==> config.mk <==
export PLATFORM = sky130hd
export DESIGN_NAME = bcd_to_bin_7
export DESIGN_NICKNAME = d
export VERILOG_FILES = /design/src/rtl/bcd_to_bin_7.sv
export SDC_FILE = /design/constraint.sdc
export NUM_CORES = 1
export LEC_CHECK = 0
export ABC_AREA = 1
export CAP_MARGIN = 20
export CORE_MARGIN = 5
export CORE_UTILIZATION = 25
export DETAILED_ROUTE_END_ITERATION = 10
export GPL_ROUTABILITY_DRIVEN = 0
export HOLD_SLACK_MARGIN = 0.03
export SLEW_MARGIN = 20
export SYNTH_ARGS = -nofsm -noshare
export SYNTH_HDL_FRONTEND = slang
export SYNTH_SLANG_ARGS = --single-unit
==> constraint.sdc <==
create_clock -name clk -period 1.2 [get_ports clk]
set_input_delay 0.24 -clock clk [delete_from_list [all_inputs] [get_ports clk]]
set_output_delay 0.24 -clock clk [all_outputs]
set_load 0.005 [all_outputs]
==> src/rtl/bcd_to_bin_7.sv <==
// Two-digit BCD (00..99) to 7-bit binary converter using reverse double-dabble,
// one shift/correct iteration per clock, seven iterations per conversion.
module bcd_to_bin_7 (
    input  logic       clk,
    input  logic       rst_n,
    input  logic       start,
    input  logic [3:0] digit_1,
    input  logic [3:0] digit_2,
    output logic [6:0] bin,
    output logic       busy,
    output logic       done,
    output logic       err,
    output logic [1:0] dbg_state
);

    typedef enum logic [1:0] {
        IDLE  = 2'd0,
        SHIFT = 2'd1,
        DONE  = 2'd2
    } state_t;

    state_t      state_q;
    logic [14:0] work_q;
    logic [14:0] work_d;
    logic [14:0] shifted;
    logic [2:0]  cnt_q;
    logic [6:0]  bin_q;
    logic        busy_q;
    logic        done_q;
    logic        err_q;
    logic        digits_ok;

    assign digits_ok = (digit_1 <= 4'd9) && (digit_2 <= 4'd9);

    // Work register layout: [14:11] tens nibble, [10:7] ones nibble, [6:0] binary result.
    always_comb begin
        shifted = work_q >> 1;
        work_d  = shifted;
        if (shifted[14:11] >= 4'd8) begin
            work_d[14:11] = shifted[14:11] - 4'd3;
        end
        if (shifted[10:7] >= 4'd8) begin
            work_d[10:7] = shifted[10:7] - 4'd3;
        end
    end

    // bin/err only change on entry to DONE, so they hold across the whole SHIFT phase.
    always_ff @(posedge clk or negedge rst_n) begin
        if (!rst_n) begin
            state_q <= IDLE;
            work_q  <= '0;
            cnt_q   <= '0;
            bin_q   <= '0;
            busy_q  <= 1'b0;
            done_q  <= 1'b0;
            err_q   <= 1'b0;
        end else begin
            case (state_q)
                IDLE: begin
                    done_q <= 1'b0;
                    if (start) begin
                        if (digits_ok) begin
                            work_q  <= {digit_1, digit_2, 7'b0};
                            cnt_q   <= '0;
                            busy_q  <= 1'b1;
                            state_q <= SHIFT;
                        end else begin
                            bin_q   <= '0;
                            err_q   <= 1'b1;
                            done_q  <= 1'b1;
                            state_q <= DONE;
                        end
                    end
                end
                SHIFT: begin
                    work_q <= work_d;
                    cnt_q  <= cnt_q + 3'd1;
                    if (cnt_q == 3'd6) begin
                        bin_q   <= work_d[6:0];
                        err_q   <= 1'b0;
                        done_q  <= 1'b1;
                        busy_q  <= 1'b0;
                        state_q <= DONE;
                    end
                end
                DONE: begin
                    done_q  <= 1'b0;
                    state_q <= IDLE;
                end
                default: begin
                    busy_q  <= 1'b0;
                    done_q  <= 1'b0;
                    state_q <= IDLE;
                end
            endcase
        end
    end

    assign bin       = bin_q;
    assign busy      = busy_q;
    assign done      = done_q;
    assign err       = err_q;
    assign dbg_state = state_q;

endmodule

# Yosys cells after proc, flatten, opt, wreduce, memory -nomap -nowiden
# Index checks and enable logic that the tools add are counted.
[word_totals] regBits=30 latch_bits=0 ramBits=0 romBits=0 input_bits=11 output_inout_bits=12 wordCells=56 mem_count=0
[op_classes] n_addsub=3 n_mul=0 div_mod_pow=0 order_cmp=4 eq_ne=7 shifts=0 n_mux=27 n_bitwise=1 n_reduce_logical=7
[op_table] operator="$mux 15" n=2
[op_table] operator="$pmux 15 s2" n=1
[op_table] operator="$mux 7" n=3
[op_table] operator="$pmux 7 s2" n=1
[op_table] operator="$le 4x4->1 const B" n=2
[op_table] operator="$mux 1" n=8
[op_table] operator="$mux 4" n=2
[op_table] operator="$ne 2x2->1 const B" n=4
[op_table] operator="$reduce_and 4->1" n=2
[op_table] operator="$mux 2" n=3
[op_table] operator="$mux 3" n=2
[op_table] operator="$pmux 3 s2" n=1
[op_table] operator="$ge 3x4->1 const B" n=1
[op_table] operator="$ge 4x4->1 const B" n=1
[op_table] operator="$pmux 1 s2" n=2
[op_table] operator="$pmux 2 s2" n=1
[op_table] operator="$sub 3x2->4 const B" n=1
[op_table] operator="$sub 4x2->4 const B" n=1
[op_table] operator="$add 3x1->3 const B" n=1
[op_table] operator="$eq 3x3->1 const B" n=1
[op_table] operator="$pmux 1 s3" n=1
[op_table] operator="$reduce_and 3->1" n=1
[op_table] operator="$eq 2x1->1 const B" n=1
[op_table] operator="$eq 2x2->1 const B" n=1
[op_table] operator="5 further kinds" n=5

# Logic depth before layout (Yosys ltp)
# Gate-level depths: netlist (run 1).
[depth] depth_word=5 ltp_mapped=9 depth_no_buf=9

# Least setup slack after synthesis (run 1)
# No wires, ideal clock.
[synth_timing] path_type="register to register" start="register state_q[0], in the netlist dbg_state[0]" end="register work_q[2]" setup_time_ns=0.066 arrival_time_ns=1.186 t_required_ns=1.134 slack_ns=-0.052 stages_incl_launch_ff=7 path_buffers=1 synth_period_minus_slack_ns=1.252 cell_sequence="dfrtp_1 -> nor2_2 -> a21oi_4 -> nand2_4 -> buf_8 -> nand2_1 -> nand2_1"
[synth_between] elab_chain_cells=3 word_cells_on_any_way=7 classes_between="3 x eq/ne; 1 x mux; 3 x reduce/logical"
[synth_lines] item="start, declared" line_no="22" rtl="state_t state_q;"
[synth_lines] item="start signal, assigned" line_no="50" rtl="state_q <= IDLE;"
[synth_lines] item="start signal, assigned" line_no="66" rtl="state_q <= SHIFT;"
[synth_lines] item="start signal, assigned" line_no="71" rtl="state_q <= DONE;"
[synth_lines] item="$logic_not 2->1 or $eq 2x1->1 (tied branches)" line_no="58" rtl="case (state_q)"
[synth_lines] item="$ne 2x2->1 (no source line) or $reduce_bool 2->1 (tied branches)"
[synth_lines] item="$reduce_and 3->1 (no source line)"
[synth_lines] item="end signal, assigned" line_no="63" rtl="work_q <= {digit_1, digit_2, 7'b0};"
[synth_lines] item="end signal, assigned" line_no="76" rtl="work_q <= work_d;"
[synth_lines] item="end, declared" line_no="23" rtl="logic [14:0] work_q;"
# Several ways; a longest one is shown, not always the timed one.
# A chain may end at the register's enable or synchronous reset.

# Worst setup path in the final report (run 1)
[layout_timing] start="register state_q[1], in the netlist dbg_state[1]" end="register cnt_q[1]"
[layout_between] elab_chain_cells=3 word_cells_on_any_way=7 classes_between="3 x eq/ne; 1 x mux; 3 x reduce/logical"
[layout_lines] item="$logic_not 2->1 or $eq 2x1->1 (tied branches)" line_no="58"
[layout_lines] item="$ne 2x2->1 (no source line) or $reduce_bool 2->1 (tied branches)"
[layout_lines] item="$reduce_and 3->1 (no source line)"
[layout_lines] item="end signal, assigned" line_no="77" rtl="cnt_q <= cnt_q + 3'd1;"
[layout_lines] item="end, declared" line_no="26" rtl="logic [2:0] cnt_q;"
# Several ways; a longest one is shown, not always the timed one.

==> results of run 1 <==
## per-layer routing
metal	track usage [%]	up-vias	wire, µm
met1	14.0	642	1680
met3	3.01	7	178
met2	19.8	33	2000
met4	5.04	0	77
li1	-	690	-
met5	0	-	0
## per-stage QoR
stage | instance area [µm²] | power, mW
final | 2430 | 6.22
after global routing | 2430 | 6.65
after CTS | 2320 | 5.92
after detailed placement | 1870 | 3.58
after global placement | 1870 | 3.54
after floorplan | 1430 | 2.79
## cells by family (layout without fill, tap and decap cells)
group / after synthesis / in the layout / share of synthesized area (%)
buffers and inverters: 15 / 81 / 5.12
DFF: 29 / 29 / 51.2
AOI/OAI and AO/OA: 11 / 11 / 4.86
and+or+nand+nor: 115 / 119 / 35.2
adders and majority gates: 4 / 4 / 3.53
## sequential cells by signal, summed over array words and instances, names as in the netlist
name and count:
busy 1, bin 7, dbg_state 2, work_q 14, done 1, err 1, cnt_q 3
## repair_timing
item / CTS / global route
setup endpoints to repair: 41 / 37
gates resized for setup: 58 / 12
pin swaps: 11 / 9
cloned: 4 / 0
setup buffers: 13 / 11
## worst min-delay path by stage
stage	startpoint	end	slack, ns
5_1_grt	rst_n	work_q[9]$_DFFE_PN0P_	0.31
4_1_cts	rst_n	work_q[9]$_DFFE_PN0P_	0.31
6_report	rst_n	work_q[9]$_DFFE_PN0P_	0.30
3_3_place_gp	bin[5]$_DFFE_PN0P_	bin[5]$_DFFE_PN0P_	0.45
3_5_place_dp	bin[5]$_DFFE_PN0P_	bin[5]$_DFFE_PN0P_	0.46
2_1_floorplan	rst_n	bin[0]$_DFFE_PN0P_	-0.06
## Yosys cell counts
| cell | count |
|---|---|
| sky130_fd_sc_hd__nand2_1 | 83 |
| sky130_fd_sc_hd__dfrtp_1 | 29 |
| sky130_fd_sc_hd__nand3_1 | 22 |
| sky130_fd_sc_hd__inv_1 | 11 |
| sky130_fd_sc_hd__o21ai_0 | 9 |
| sky130_fd_sc_hd__ha_1 | 4 |
| sky130_fd_sc_hd__nand2_2 | 4 |
| sky130_fd_sc_hd__nand2_4 | 2 |
| sky130_fd_sc_hd__a21boi_0 | 1 |
| sky130_fd_sc_hd__a21oi_4 | 1 |
| sky130_fd_sc_hd__buf_2 | 1 |
| sky130_fd_sc_hd__buf_4 | 1 |
| sky130_fd_sc_hd__buf_8 | 1 |
| sky130_fd_sc_hd__clkbuf_1 | 1 |
| sky130_fd_sc_hd__nand3_2 | 1 |
| sky130_fd_sc_hd__nand3b_1 | 1 |
| sky130_fd_sc_hd__nor2_2 | 1 |
| sky130_fd_sc_hd__or2_2 | 1 |
## worst register-to-register path, stage by stage (launching register included)
cell,delay [ns]
sky130_fd_sc_hd__dfrtp_2,0.41
sky130_fd_sc_hd__buf_6,0.13
sky130_fd_sc_hd__nor2_4,0.20
sky130_fd_sc_hd__a21oi_4,0.09
sky130_fd_sc_hd__buf_12,0.15
sky130_fd_sc_hd__buf_6,0.12
sky130_fd_sc_hd__nand2_4,0.07
sky130_fd_sc_hd__nand2_1,0.05
sky130_fd_sc_hd__o21ai_1,0.07
## area by class of cell
cell class | instances | area, µm²
inverter | 11 | 48.8
clock inverter | 3 | 65.1
sequential | 29 | 728
tap | 72 | 90.1
fill | 527 | 3070
clock buffer | 5 | 68.8
multi-input combinational | 134 | 797
timing repair buffer | 62 | 637
## where the power goes
group,internal (mW),switching (mW)
Sequential,1.31,0.256
Combinational,1.69,1.73
Clock,0.825,0.418
==> flow_summary.rst, run 1 <==
.. list-table::
   :header-rows: 1

   * - Metric
     - Value
   * - Final number of max-transition violations
     - 0
   * - Final Critical Period
     - 1.37 ns
   * - Worst reg2reg path depth
     - 8
   * - Final Instance Count excl. Fillers
     - approximately 320
   * - Post-Route Skew
     - between 0.01 and 0.015 ns
   * - Routed wire per std cell
     - between 10 and 15 µm
   * - Sum Neg Setup Slack
     - -3.63 ns
   * - Worst slack at placement
     - -0.468 ns
   * - Post-layout worst setup margin
     - -0.174 ns
   * - Critical Path Source Type
     - register
   * - Global Route Usage Sum
     - 11.7%
   * - Via total after detailed routing
     - roughly 1400
   * - Result of the run
     - finished, violations left
   * - Hold buffers post-CTS
     - 0
   * - Part of the Yosys area used for sequential elements
     - 51.2%
   * - Worst vdd ir
     - about 790 µV
   * - Synthesis warning total
     - 0
   * - Post-CTS clock slew at the launch and capture registers of the worst setup and hold paths
     - 0.07 ns
   * - Number of I/O pins
     - 23
   * - Synthesis-stage register bit count
     - 29
   * - Most area-hungry cell type in the Yosys netlist
     - sky130_fd_sc_hd__dfrtp_1
   * - Initial detailed-routing violation count
     - 69
   * - Fin crit share
     - 114%
   * - Total number of H-tree levels
     - 2
   * - Most frequent CP cell
     - sky130_fd_sc_hd__buf_6
   * - Antenna violations before repair
     - 0
   * - Endpoint of the worst setup timing path
     - cnt_q[1]$_DFFE_PN0P_
   * - CP max-delay cell
     - sky130_fd_sc_hd__dfrtp_2
   * - X dimension of the die
     - approximately 85 µm
   * - Endpoint of the lowest-slack register-to-register path
     - cnt_q[1]$_DFFE_PN0P_
   * - Gate family responsible for the most delay along the worst path
     - flip-flops
   * - Highest clock rate
     - around 0.73 GHz
   * - Post-Synthesis Cells
     - roughly 170
   * - Area added between synthesis and finish
     - 71.9%
   * - Starting utilization of the core area
     - 25.7%
   * - Post-route worst hold slack
     - slightly above 0.3 ns
   * - Tightest Hold Check Type
     - in2async
   * - Vias per inst
     - 4.34
   * - Pre-Repair DR Iteration Count
     - 4
   * - Site row count
     - 27
   * - Remaining number of nets flagged by the antenna check after routing
     - 0
   * - Count of endpoints failing setup in the final report
     - 29
   * - Required @ worst endpoint
     - between 1 and 1.5 ns
   * - Areal power density over the cells
     - 2560 nW/µm²
   * - Worst setup startpoint
     - dbg_state[1]$_DFFE_PN0P_
   * - Top-area cell type share of the netlist area
     - between 50% and 60%
   * - RSZ-0062 raised after global routing
     - true
   * - Remaining DRCs
     - 0
   * - Via count of the first global-routing pass
     - between 1000 and 1500
   * - Slew Limit Headroom
     - 83.3%
   * - Utilization of the core after routing
     - approximately 44%
   * - DRT Wirelength
     - between 3 and 4 mm
   * - Post-placement cell count
     - between 200 and 300
   * - Master cell of the clock root buffer
     - sky130_fd_sc_hd__clkbuf_8
   * - Arr. time, crit path
     - between 1.5 and 2 ns
   * - Maximum root-to-sink buffer count
     - 2
   * - Number of hold violations in the final report
     - 0
   * - Cells traversed along the worst timing path
     - buf_6 -> nor2_4 -> a21oi_4 -> buf_12 -> buf_6 -> nand2_4 -> nand2_1 -> o21ai_1
   * - Worst skew pair latency
     - 0.29 ns
   * - Die area
     - 7270 µm²
   * - Core box area
     - 5510 µm²
   * - Post-Synthesis Net Count
     - roughly 190
   * - Count of different cell masters after synthesis
     - 18
   * - DIE HEIGHT
     - between 80 and 90 µm
   * - Final antenna diode count
     - 0
   * - Pin count of the biggest net entering global routing
     - 30
   * - Critical path depth in cells
     - 8
   * - Leading cell types in the layout, fill and taps excluded
     - sky130_fd_sc_hd__nand2_1, sky130_fd_sc_hd__dfrtp_1, sky130_fd_sc_hd__buf_4
   * - Final global-route overflow total
     - 0
   * - Fraction of final layout cells with drive strength greater than 1
     - between 30% and 40%
   * - Violations in the final reports
     - setup timing
   * - Reg-to-reg critical path startpoint
     - dbg_state[1]$_DFFE_PN0P_
   * - Transition time of the tightest slew-check pin
     - between 0.2 and 0.3 ns
   * - Number of input and output port buffers inserted
     - 22
   * - Largest cells by area after synthesis
     - sky130_fd_sc_hd__dfrtp_1, sky130_fd_sc_hd__nand2_1, sky130_fd_sc_hd__nand3_1
   * - Global-route wire length before repair
     - around 6.6 mm
   * - Static leakage
     - around 1.3 nW
   * - Worst-case register-to-register setup slack
     - -0.17 ns
   * - Nets
     - roughly 260
   * - Bufs and invs on worst path
     - 3
   * - Post-detailed-placement half-perimeter wirelength
     - around 2.2 mm
   * - Crit end category
     - register
   * - Critical Path Fanout Max
     - 5
   * - Total standard cell area after synthesis
     - approximately 1400 µm²
   * - Delay of the slowest cell on the worst path
     - ~0.4 ns
   * - TritonCTS clock tree
     - done
   * - Most common cell after layout, fill and taps aside
     - sky130_fd_sc_hd__nand2_1
   * - Max-capacitance violation count
     - 0
   * - CTS Buf Count
     - 5
   * - Sink Count
     - 29
   * - Class of the most critical setup path
     - reg2reg
   * - Synthesized area per cell
     - between 8 and 9 µm²
Note: power is estimated with default switching activity, not from simulation.
==> inputs of run 2 (changes only) <==
--- a/config.mk
+++ b/config.mk
@@ -12,6 +12,7 @@
 export DETAILED_ROUTE_END_ITERATION = 10
 export GPL_ROUTABILITY_DRIVEN = 0
 export HOLD_SLACK_MARGIN = 0.03
+export PLACE_DENSITY = 0.51
 export SLEW_MARGIN = 20
 export SYNTH_ARGS = -nofsm -noshare
 export SYNTH_HDL_FRONTEND = slang
==> run 2 against run 1 <==
Effect of this change:
- the flow still finishes with violations (setup timing)
- clock skew decreased by 0.0056 ns
- combinational power increased by 6%
- non-clock buffer count decreased by 1
- die area unchanged
- global-route usage decreased by 0.90 points
- cell count decreased by 0.63%
- critical path depth unchanged
==> flow_summary.rst, run 2 (same netlist as run 1, synthesis figures left out) <==
.. list-table::
   :header-rows: 1

   * - Metric
     - Value
   * - Sum Neg Setup Slack
     - -2.63 ns (+1.00 ns)
   * - Post-CTS clock slew at the launch and capture registers of the worst setup and hold paths
     - 0.06 ns (about the same)
   * - DRT Wirelength
     - 3.94 mm (about the same)
   * - Fraction of final layout cells with drive strength greater than 1
     - 41.7% (+6.1 points)
   * - Critical Path Fanout Max
     - 6 (+1)
   * - DIE HEIGHT
     - 85.3 µm (unchanged)
   * - RSZ-0062 raised after global routing
     - true
   * - Remaining number of nets flagged by the antenna check after routing
     - 0 (unchanged)
   * - Most common cell after layout, fill and taps aside
     - sky130_fd_sc_hd__nand2_1
   * - Overall power
     - 6.00 mW (-3.5%)
   * - Filler cell count
     - 540 (+2.5%)
   * - Number of input and output port buffers inserted
     - 22 (unchanged)
   * - Hold buffers post-CTS
     - 0 (unchanged)
   * - Via count of the first global-routing pass
     - 1290 (-5.0%)
   * - Worst slack at placement
     - -0.498 ns (-0.0308 ns)
   * - Final number of max-transition violations
     - 0 (unchanged)
   * - Highest clock rate
     - 0.740 GHz (+1.7%)
   * - Critical Path Source Type
     - register
   * - Final global-route overflow total
     - 0 (unchanged)
   * - Area added between synthesis and finish
     - 74.1%
   * - Via total after detailed routing
     - 1331 (-3.0%)
   * - Static leakage
     - 1.23 nW (-4.4%)
   * - X dimension of the die
     - 85.3 µm (unchanged)
   * - Areal power density over the cells
     - 2430 nW/µm² (-4.8%)
   * - Result of the run
     - finished, violations left
   * - Area after DPL
     - 1880 µm² (+0.54%)
   * - Count of endpoints failing setup in the final report
     - 28 (-3.4%)
   * - Final Critical Period
     - 1.35 ns (-0.0226 ns)
   * - Number of I/O pins
     - 23 (unchanged)
   * - Pin count of the biggest net entering global routing
     - 30 (unchanged)
   * - Worst vdd ir
     - 1010 µV (+28%)
   * - Vias per inst
     - 4.24 (-2.4%)
   * - Tightest Hold Check Type
     - in2async
   * - Initial detailed-routing violation count
     - 42 (-39%)
   * - Remaining DRCs
     - 0 (unchanged)
   * - Core box area
     - 5510 µm² (unchanged)
   * - CTS Buf Count
     - 5 (unchanged)
   * - Crit end category
     - register
   * - Master cell of the clock root buffer
     - sky130_fd_sc_hd__clkbuf_8
   * - Maximum root-to-sink buffer count
     - 2 (unchanged)
   * - Antenna violations before repair
     - 0 (unchanged)
   * - Required @ worst endpoint
     - 1.37 ns (-0.04 ns)
   * - Nets
     - 257 (-0.39%)
   * - Pre-Repair DR Iteration Count
     - 5 (+1)
   * - Site row count
     - 27 (unchanged)
   * - Worst skew pair latency
     - 0.28 ns (about the same)
   * - Class of the most critical setup path
     - reg2reg
   * - Fin crit share
     - 113% (-1.9 points)
   * - Post-detailed-placement half-perimeter wirelength
     - 2.20 mm (-0.12%)
   * - Arr. time, crit path
     - 1.52 ns (-0.07 ns)
   * - Global Route Usage Sum
     - 10.8% (-0.90 points)
   * - Post-route worst hold slack
     - 0.320 ns (+0.0169 ns)
   * - Transition time of the tightest slew-check pin
     - 0.246 ns (-0.00415 ns)
   * - Leading cell types in the layout, fill and taps excluded
     - sky130_fd_sc_hd__nand2_1, sky130_fd_sc_hd__dfrtp_1, sky130_fd_sc_hd__nand2_2, sky130_fd_sc_hd__buf_4, sky130_fd_sc_hd__nand3_1
   * - Number of hold violations in the final report
     - 0 (unchanged)
   * - Starting utilization of the core area
     - 25.7% (unchanged)
   * - Global-route wire length before repair
     - 6.20 mm (-6.4%)
   * - Sink Count
     - 29 (unchanged)
   * - TritonCTS clock tree
     - done
   * - Reg with most FFs
     - work_q
   * - Slew Limit Headroom
     - 83.6% (+0.30 points)
   * - Post-layout worst setup margin
     - -0.151 ns (+0.0226 ns)
   * - Post-route cell area
     - 2470 µm² (+1.3%)
   * - Post-Route Skew
     - 0.00466 ns (-0.00556 ns)
   * - Die area
     - 7270 µm² (unchanged)
   * - Max-capacitance violation count
     - 0 (unchanged)
   * - Total number of H-tree levels
     - 2 (unchanged)
   * - Final antenna diode count
     - 0 (unchanged)
   * - Flip-flop count of the largest register, all copies and words added
     - 14 (unchanged)
   * - Routed wire per std cell
     - 12.5 µm (+0.59%)
   * - Violations in the final reports
     - setup timing
==> run 2: changes by cell type in the layout (fill, tap and decap cells not counted), sizes merged <==
cell / before / now
dlygate4sd2: 10 / 5
clkdlybuf4s15: 3 / 7
clkbuf: 5 / 8
buf: 40 / 38
bufinv: 2 / 0
clkdlybuf4s50: 9 / 10
clkinv: 1 / 0
clkinvlp: 0 / 1
inv: 11 / 10
==> run 2: metrics by stage <==
stage / instances / util [%]
2_1_floorplan: 174 / -
3_3_place_gp: 285 / 34.1
3_5_place_dp: 285 / 34.1
4_1_cts: 306 / 40.2
5_1_grt: 314 / 44.8
6_report: 314 / 44.8
==> run 2: worst max-delay path, stage by stage (launching register included) <==
cell,delay [ns]
sky130_fd_sc_hd__dfrtp_2,0.40
sky130_fd_sc_hd__buf_6,0.12
sky130_fd_sc_hd__nor2_4,0.15
sky130_fd_sc_hd__buf_6,0.13
sky130_fd_sc_hd__a21oi_4,0.05
sky130_fd_sc_hd__buf_6,0.13
sky130_fd_sc_hd__buf_8,0.13
sky130_fd_sc_hd__nand3_1,0.07
sky130_fd_sc_hd__nand2_1,0.04
==> run 2: report_power, final <==
group          leakage [nW]  internal (mW)  total (mW)  switching [mW]
Sequential            0.380           1.31        1.58           0.268
Clock                0.0443          0.454       0.815           0.361
Combinational         0.809           1.78        3.61            1.83
==> run 2: routing by layer <==
| metal | wire length, µm | vias up | part of all wire, % | track usage (%) |
|---|---|---|---|---|
| li1 | - | 686 | - | - |
| met1 | 1790 | 620 | 45 | 14.2 |
| met2 | 1970 | 20 | 50 | 17.4 |
| met3 | 140 | 5 | 3.6 | 2.72 |
| met4 | 36 | 0 | 0.91 | 3.45 |
| met5 | 0 | - | 0 | 0 |
==> run 2: path summary, 6_finish.rpt <==
path,from,slack (ns),to,depth (start not counted)
max reg2reg,dbg_state[0]$_DFFE_PN0P_,-0.15,work_q[9]$_DFFE_PN0P_,8
max in group asynchronous,rst_n,0.70,dbg_state[0]$_DFFE_PN0P_,2
min,rst_n,0.32,work_q[6]$_DFFE_PN0P_,2
min in group clk,bin[6]$_DFFE_PN0P_,0.46,bin[6]$_DFFE_PN0P_,2
min reg2reg,bin[6]$_DFFE_PN0P_,0.46,bin[6]$_DFFE_PN0P_,2
max,dbg_state[0]$_DFFE_PN0P_,-0.15,work_q[9]$_DFFE_PN0P_,8
==> run 2: area by class of cell <==
type                       count  area, µm²  area share, %
inverter                      11       47.5           1.93
tap                           72       90.1           3.65
multi-input combinational    134        880           35.7
sequential                    29        728           29.5
clock buffer                   7       86.3           3.50
timing repair buffer          61        634           25.7
==> run 2: timing repair <==
| action | CTS | global route |
|---|---|---|
| resized for setup | 46 | 49 |
| setup endpoints to repair | 41 | 32 |
| gates cloned | 3 | 2 |
| pin swaps | 3 | 18 |
| buffers inserted | 12 | 6 |
